### src/rtl/eggtimer_pkg.sv
// rtl/eggtimer_pkg.sv - shared state encoding and parameter defaults for the egg timer sequencer
package eggtimer_pkg;

  typedef enum logic [1:0] {
    ST_IDLE  = 2'd0,
    ST_RUN   = 2'd1,
    ST_PAUSE = 2'd2,
    ST_ALARM = 2'd3
  } state_e;

  localparam int TICK_DIV_DEF    = 100_000_000;
  localparam int ALARM_TICKS_DEF = 10;

endpackage

### src/rtl/eggtimer_btn_edge.sv
// rtl/eggtimer_btn_edge.sv - two-flop synchroniser with rising-edge pulse for one raw button
module eggtimer_btn_edge (
  input  logic i_clk,
  input  logic i_rst,
  input  logic i_btn,
  output logic o_edge
);

  logic r_meta;
  logic r_sync;
  logic r_prev;

  always_ff @(posedge i_clk or negedge i_rst) begin
    if (!i_rst) begin
      r_meta <= 1'b0;
      r_sync <= 1'b0;
      r_prev <= 1'b0;
    end else begin
      r_meta <= i_btn;
      r_sync <= r_meta;
      r_prev <= r_sync;
    end
  end

  assign o_edge = r_sync & ~r_prev;

endmodule

### src/rtl/eggtimer_sequencer.sv
// rtl/eggtimer_sequencer.sv - run-control FSM: button edges, 1 Hz tick prescaler, alarm timing
module eggtimer_sequencer
  import eggtimer_pkg::*;
#(
  parameter int TICK_DIV    = TICK_DIV_DEF,
  parameter int ALARM_TICKS = ALARM_TICKS_DEF
) (
  input  logic       i_clk,
  input  logic       i_rst,
  input  logic       i_btn_begin,
  input  logic       i_btn_pause,
  input  logic       i_btn_reset,
  input  logic       i_zero,
  output logic       o_load,
  output logic       o_dec_en,
  output logic       o_countdown,
  output logic       o_paused,
  output logic       o_alarm,
  output logic [1:0] o_state
);

  localparam int PW = $clog2(TICK_DIV);
  localparam int AW = $clog2(ALARM_TICKS + 1);
  localparam logic [PW-1:0] PS_MAX  = PW'(TICK_DIV - 1);
  localparam logic [AW-1:0] AC_LAST = AW'(ALARM_TICKS - 1);

  logic w_begin_edge;
  logic w_pause_edge;
  logic w_reset_edge;

  state_e        r_state;
  logic          r_load;
  logic          r_dec_en;
  logic [PW-1:0] r_presc;
  logic [AW-1:0] r_alarm_cnt;

  eggtimer_btn_edge u_begin (.i_clk(i_clk), .i_rst(i_rst), .i_btn(i_btn_begin), .o_edge(w_begin_edge));
  eggtimer_btn_edge u_pause (.i_clk(i_clk), .i_rst(i_rst), .i_btn(i_btn_pause), .o_edge(w_pause_edge));
  eggtimer_btn_edge u_reset (.i_clk(i_clk), .i_rst(i_rst), .i_btn(i_btn_reset), .o_edge(w_reset_edge));

  always_ff @(posedge i_clk or negedge i_rst) begin
    if (!i_rst) begin
      r_state     <= ST_IDLE;
      r_load      <= 1'b0;
      r_dec_en    <= 1'b0;
      r_presc     <= '0;
      r_alarm_cnt <= '0;
    end else begin
      r_load   <= 1'b0;
      r_dec_en <= 1'b0;
      if (w_reset_edge) begin
        r_state     <= ST_IDLE;
        r_load      <= 1'b1;
        r_presc     <= '0;
        r_alarm_cnt <= '0;
      end else begin
        case (r_state)
          ST_IDLE: begin
            r_presc     <= '0;
            r_alarm_cnt <= '0;
            if (w_begin_edge && !i_zero) r_state <= ST_RUN;
          end
          ST_RUN: begin
            if (i_zero) begin
              r_state <= ST_ALARM;
              r_presc <= '0;
            end else if (w_pause_edge) begin
              r_state <= ST_PAUSE;
            end else if (r_presc == PS_MAX) begin
              r_presc  <= '0;
              r_dec_en <= 1'b1;
            end else begin
              r_presc <= r_presc + 1'b1;
            end
          end
          // Prescaler is frozen here so a resume continues the partial tick.
          ST_PAUSE: begin
            if (w_begin_edge || w_pause_edge) r_state <= ST_RUN;
          end
          ST_ALARM: begin
            if (w_begin_edge || w_pause_edge) begin
              r_state     <= ST_IDLE;
              r_presc     <= '0;
              r_alarm_cnt <= '0;
            end else if (r_presc == PS_MAX) begin
              r_presc <= '0;
              if (r_alarm_cnt == AC_LAST) begin
                r_state     <= ST_IDLE;
                r_alarm_cnt <= '0;
              end else begin
                r_alarm_cnt <= r_alarm_cnt + 1'b1;
              end
            end else begin
              r_presc <= r_presc + 1'b1;
            end
          end
          default: r_state <= ST_IDLE;
        endcase
      end
    end
  end

  assign o_load      = r_load;
  assign o_dec_en    = r_dec_en;
  assign o_countdown = (r_state == ST_RUN);
  assign o_paused    = (r_state == ST_PAUSE);
  assign o_alarm     = (r_state == ST_ALARM);
  assign o_state     = r_state;

endmodule

### config.mk
export PLATFORM = sky130hd
export DESIGN_NAME = eggtimer_sequencer
export DESIGN_NICKNAME = d
export VERILOG_FILES = /design/src/rtl/eggtimer_pkg.sv /design/src/rtl/eggtimer_btn_edge.sv /design/src/rtl/eggtimer_sequencer.sv
export SDC_FILE = /design/constraint.sdc
export NUM_CORES = 1
export LEC_CHECK = 0
export CORE_ASPECT_RATIO = 1.5
export CORE_UTILIZATION = 45
export DETAILED_ROUTE_END_ITERATION = 16
export PLACE_DENSITY_LB_ADDON = 0.12
export SETUP_SLACK_MARGIN = 0.5
export SYNTH_ARGS = -nofsm -noshare
export SYNTH_HDL_FRONTEND = slang
export SYNTH_SLANG_ARGS = --single-unit
### constraint.sdc
create_clock -name i_clk -period 5.35 [get_ports i_clk]
set_input_delay 1.07 -clock i_clk [delete_from_list [all_inputs] [get_ports i_clk]]
set_output_delay 1.07 -clock i_clk [all_outputs]
set_load 0.005 [all_outputs]
# Yosys cells after proc, flatten, opt, wreduce, memory -nomap -nowiden

Index checks and enable logic that the tools add are counted.

Register bits after elaboration: 44
Input port bits: 6
Output and inout bits: 7
Logic and storage cells: 68

Add/sub/neg operators: 2
Equal/unequal tests: 11
Muxes and demuxes: 26
Bitwise logic cells: 6
Reductions and logical operators: 9

Operators with widths:

| operator                | number |
|---|---|
| $mux W27                | 5 |
| $pmux W27 S3            | 1 |
| $add A27 B1 Y27 const B | 1 |
| $eq A27 B27 Y1 const B  | 1 |
| $mux W2                 | 8 |
| $mux W4                 | 4 |
| $ne A4 B1 Y1 const B    | 2 |
| $pmux W2 S4             | 1 |
| $pmux W4 S2             | 1 |
| $mux W1                 | 6 |
| $reduce_and A5 Y1       | 1 |
| $add A4 B1 Y4 const B   | 1 |
| $eq A2 B2 Y1 const B    | 2 |
| $eq A4 B4 Y1 const B    | 1 |
| $ne A4 B2 Y1 const B    | 1 |
| $ne A4 B3 Y1 const B    | 1 |
| $reduce_and A2 Y1       | 2 |
| $reduce_bool A4 Y1      | 1 |
| $and A1 B1 Y1           | 3 |
| $ne A3 B1 Y1 const B    | 1 |
| $ne A3 B2 Y1 const B    | 1 |
| $not A1 Y1              | 3 |
| $reduce_bool A3 Y1      | 1 |
| $eq A2 B1 Y1 const B    | 1 |
| other kinds (4)         | 4 |

# Logic depth before layout (Yosys ltp)

Depth after elaboration: 6
Gate-level depth with buffers: 8
Depth with buffers taken out: 7

# Cells and area by module

Synthesis repeated with hierarchy kept, for this count alone.

Cells, all modules: 230
Area total of the unflattened synthesis: 2234.6 sq um

Modules (own cells, without submodules):

| module             | instances | cells each | area each (sq um) | sequential area each (sq um) |
|---|---|---|---|---|
| eggtimer_sequencer | 1         | 218        | 1968.1            | 875.8 |
| eggtimer_btn_edge  | 3         | 4          | 88.8              | 75.1 |

# Worst setup path before layout

Ideal clock, no wire load.

Kind: in2reg
Start point: input i_zero
End point: register r_presc[19]
Library setup time: 0.078 ns
Arrival: 2.202 ns
Required time: 5.272 ns
Path slack: 3.070 ns
Cell stages on the path: 5
Buffers on the path: 0
Path through: nor4bb_1 o21ai_1 nand3_1 or3_1 a21oi_1

Word-level cells in the longest chain between the ends: 3
Elaborated cells between the ends (all ways): 5
Those cells by class: eq/ne: 1; mux: 3; reduce/logical: 1

RTL lines:

| element              | RTL line                 | source |
|---|---|---|
| start, declared      | eggtimer_sequencer.sv:13 | `input logic i_zero,` |
| $mux W27             | eggtimer_sequencer.sv:64 | `if (i_zero) begin` |
| $pmux W27 S3         | eggtimer_sequencer.sv:57 | `case (r_state)` |
| $mux W27             | eggtimer_sequencer.sv:51 | `if (w_reset_edge) begin` |
| end signal, assigned | eggtimer_sequencer.sv:73 | `r_presc <= r_presc + 1'b1;` |
| end signal, assigned | eggtimer_sequencer.sv:94 | `r_presc <= r_presc + 1'b1;` |
| end, declared        | eggtimer_sequencer.sv:34 | `logic [PW-1:0] r_presc;` |

Several ways; a longest one is shown, not always the timed one.
A chain may end at the register's enable or synchronous reset.

# Final worst setup path

Same ends and word-level chain as after synthesis.

==> parameters.txt <==
Parameter                              Value

GRT
  Met3 usage ... 0.03022
  Global-route wire length before repair ... 8121 um
  Total overflow reported by the global router ... 0
  GRT Total Usage ... 0.1946
  Highest-utilization routing layer at the global route stage ... met2
  Via count of the first global-routing pass ... 1772
  Met2 usage ... 0.3388
  Number of antenna violations at the first check in global routing ... 0
  Maximum number of pins on one net before global-route repair ... 45
  Met1 usage ... 0.2327

CTS
  Post-CTS Resized ... 0
  Worst-Skew Late Latency ... 290 ps
  CTS tree ... done
  Post-cts hold buffer count ... 0
  Count of buffers added by post-CTS timing repair for setup ... 0
  Clock buffer count from CTS ... 5
  Clock tree root buffer cell ... sky130_fd_sc_hd__clkbuf_8
  Clock-pin slew reported for the worst setup and hold paths after clock tree synthesis ... 80 ps
  Buffer depth of the longest clock path ... 2
  H-tree level count ... 2
  Clock sinks ... 44

Cells and area
  Signed area change from the synthesized netlist to the final layout ... 13.42%
  Net count reported at finish ... 257
  Post-route cell area ... 2623 um^2
  Register Area ... 1101 um^2
  ANT cells ... 0
  Most frequent cells in the layout ... sky130_fd_sc_hd__dfrtp_1, sky130_fd_sc_hd__nor2_1, sky130_fd_sc_hd__a31oi_1
  Fill cell instance count of the final layout ... 468
  Total area of multi-input combinational cells ... 1146 um^2
  Most frequent standard cell in the layout excluding fill and tap cells ... sky130_fd_sc_hd__dfrtp_1
  Post-route non-filler standard cell count ... 310
  Fraction of layout cells with a size suffix above 1 ... 0.08197

Worst setup path
  Data required time at the worst endpoint ... 5560 ps
  Startpoint type of the worst setup path ... primary input
  Maximum fanout along the worst path ... 36
  Element type at the critical path end ... flip-flop
  Data arrival time at the worst-slack endpoint ... 2950 ps
  WS Path Type ... primary input to flip-flop

Die
  FP Rows ... 31
  Chip Height ... 89.79 um
  Starting Density ... 0.4731
  Boundary Pins ... 13
  Core region area ... 4887 um^2
  Full die area ... 5435 um^2
  Die span in x ... 60.53 um

Placement
  IO buf count ... 12
  Post-Place Cells ... 303
  Sum of net half-perimeters after detailed placement ... 3312 um
  Pre-CTS setup slack ... 2330 ps
  Global placer's final weighted congestion ... 0.8284
  Placed Area ... 2494 um^2

Timing
  Final critical-path share of the clock period ... 0.5129
  Least-Margin Pin Slew ... 960.7 ps
  Final Hold Violating Endpoints ... 0
  Post-layout minimum cycle time ... 2744 ps
  F_max ... 364.4 MHz
  Worst hold slack after final layout ... 346.4 ps
  Setup repair after global routing missed its margin ... false
  Total Negative Setup Slacks ... 0 ps
  Layout Skew ... 8.712 ps
  Max-slew violations ... 0
  Worst setup slack after layout ... 2606 ps
  Number of setup violations in the final report ... 0
  Tightest slew margin relative to the limit ... 0.3595

Detailed routing
  Overall via count from detail_route ... 1772
  Number of design rule violations left after detail routing ... 0
  Number of violations reported at the end of detailed-routing iteration 0 ... 73
  Per-cell routed wire length ... 15.03 um
  Average via count per standard cell ... 5.716
  Length of the first detailed-routing pass in iterations ... 4
  DRT antenna net count ... 0
  Total wire length after detailed routing ... 4659 um

Power and ir drop
  Reported leakage power ... 0.001083 uW
  Power per cell area ... 358.8 nW/um^2
  Worst vdd rail ir drop ... 144.7 uV

Yosys
  Number of enable-type register cells in the synthesized netlist ... 0
  Gate count after technology mapping ... 230
  Net Count, Synth ... 243
  Yosys reg bits ... 44
  Most used flip-flop cell after synthesis ... sky130_fd_sc_hd__dfrtp_1
  Share of synthesized flip-flops with an asynchronous set or reset ... 1.000
  Synthesized area per cell ... 10.05 um^2
  Post-synthesis cell area ... 2312 um^2
  Unique cell type count in the Yosys netlist ... 49
  Sequential-to-total area share from yosys stat ... 0.4762
  Total of warnings raised by yosys ... 0

Status
  Run status ... complete, no violations

Min path
  Type of the worst min-delay path ... flip-flop to flip-flop

Flow run
  Maximum capacitance violations ... 0
## final cells by class
class	count	share of cell area
clock inverter	2	0.02290
timing repair buffer	13	0.04676
sequential	44	0.4198
multi-input combinational	169	0.4370
tap	66	0.03149
inverter	11	0.01574
clock buffer	5	0.02624
## layer usage
metal	share of wire	vias to the layer above
li1	-	871
met1	0.42	873
met2	0.54	21
met3	0.017	7
met4	0.019	0
met5	0	-
## stage by stage
stage | utilization | power (uW)
after floorplan | - | 571.3
after detailed placement | 0.5102 | 661.9
after global placement | 0.5102 | 657.7
final | 0.5366 | 940.9
after CTS | 0.5366 | 957.0
after global routing | 0.5366 | 1007
## worst paths after layout
path,startpoint,endpoint,slack [ps],cells past startpoint
max reg2reg,r_presc[0]$_DFFE_PN0P_,r_presc[15]$_DFFE_PN0P_,2980,6
max,i_zero,r_presc[19]$_DFFE_PN0P_,2610,7
min,u_reset.r_meta$_DFF_PN0_,u_reset.r_sync$_DFF_PN0_,350,0
max in group asynchronous,i_rst,r_presc[8]$_DFFE_PN0P_,3830,1
min in group asynchronous,i_rst,u_begin.r_prev$_DFF_PN0_,930,1
min reg2reg,u_reset.r_meta$_DFF_PN0_,u_reset.r_sync$_DFF_PN0_,350,0
## critical path: stages
cell,delay (ps)
sky130_fd_sc_hd__clkdlybuf4s50_1,510
sky130_fd_sc_hd__nor4bb_1,80
sky130_fd_sc_hd__o21ai_2,130
sky130_fd_sc_hd__buf_4,340
sky130_fd_sc_hd__nand3_1,270
sky130_fd_sc_hd__or3_1,410
sky130_fd_sc_hd__a21oi_1,140
## cell usage after synthesis (2+ instances only)
master	number	share of area
sky130_fd_sc_hd__dfrtp_1	44	0.48
sky130_fd_sc_hd__nand4_1	12	0.032
sky130_fd_sc_hd__nor4b_1	2	0.0076
sky130_fd_sc_hd__nand2b_1	6	0.016
sky130_fd_sc_hd__and3_1	8	0.022
sky130_fd_sc_hd__nor4_1	3	0.0081
sky130_fd_sc_hd__o211ai_1	3	0.0097
sky130_fd_sc_hd__nor3_1	2	0.0043
sky130_fd_sc_hd__nor2_1	21	0.034
sky130_fd_sc_hd__xor2_1	10	0.038
sky130_fd_sc_hd__and4_1	3	0.011
sky130_fd_sc_hd__o21ai_0	5	0.011
sky130_fd_sc_hd__or3_1	6	0.016
sky130_fd_sc_hd__a21boi_0	3	0.0097
sky130_fd_sc_hd__clkbuf_1	4	0.0065
sky130_fd_sc_hd__a21oi_1	5	0.011
sky130_fd_sc_hd__inv_1	11	0.018
sky130_fd_sc_hd__a31oi_1	15	0.041
sky130_fd_sc_hd__nand2_1	10	0.016
sky130_fd_sc_hd__o22ai_1	2	0.0054
sky130_fd_sc_hd__nand3b_1	5	0.016
sky130_fd_sc_hd__ha_1	7	0.038
sky130_fd_sc_hd__nand3_1	13	0.028
sky130_fd_sc_hd__xnor2_1	2	0.0076
sky130_fd_sc_hd__mux2i_1	3	0.013
sky130_fd_sc_hd__nor3b_1	2	0.0065
## state kept, by name, indices dropped and copies added (netlist names)
register,count
u_pause.r_sync,1
u_reset.r_meta,1
u_begin.r_meta,1
u_pause.r_meta,1
r_alarm_cnt,4
u_reset.r_prev,1
u_begin.r_sync,1
o_dec_en,1
r_presc,27
u_reset.r_sync,1
o_load,1
u_begin.r_prev,1
o_state,2
u_pause.r_prev,1
## cell families after synthesis
family / count (synthesis) / synth area share
muxes: 3 / 0.01299
xor gates and xnor gates: 12 / 0.04545
buffers and inverters: 17 / 0.02976
and+or+nand+nor: 104 / 0.2679
adders and majority gates: 7 / 0.03788
DFF: 44 / 0.4762
AOI/OAI and AO/OA: 43 / 0.1299
## report_power, final
part           internal, uW  switching (uW)
registers               349            17.4
logic                   108             177
clock network           184             106
total                   641             300
No activity file was read; power rests on OpenSTA's default activity.
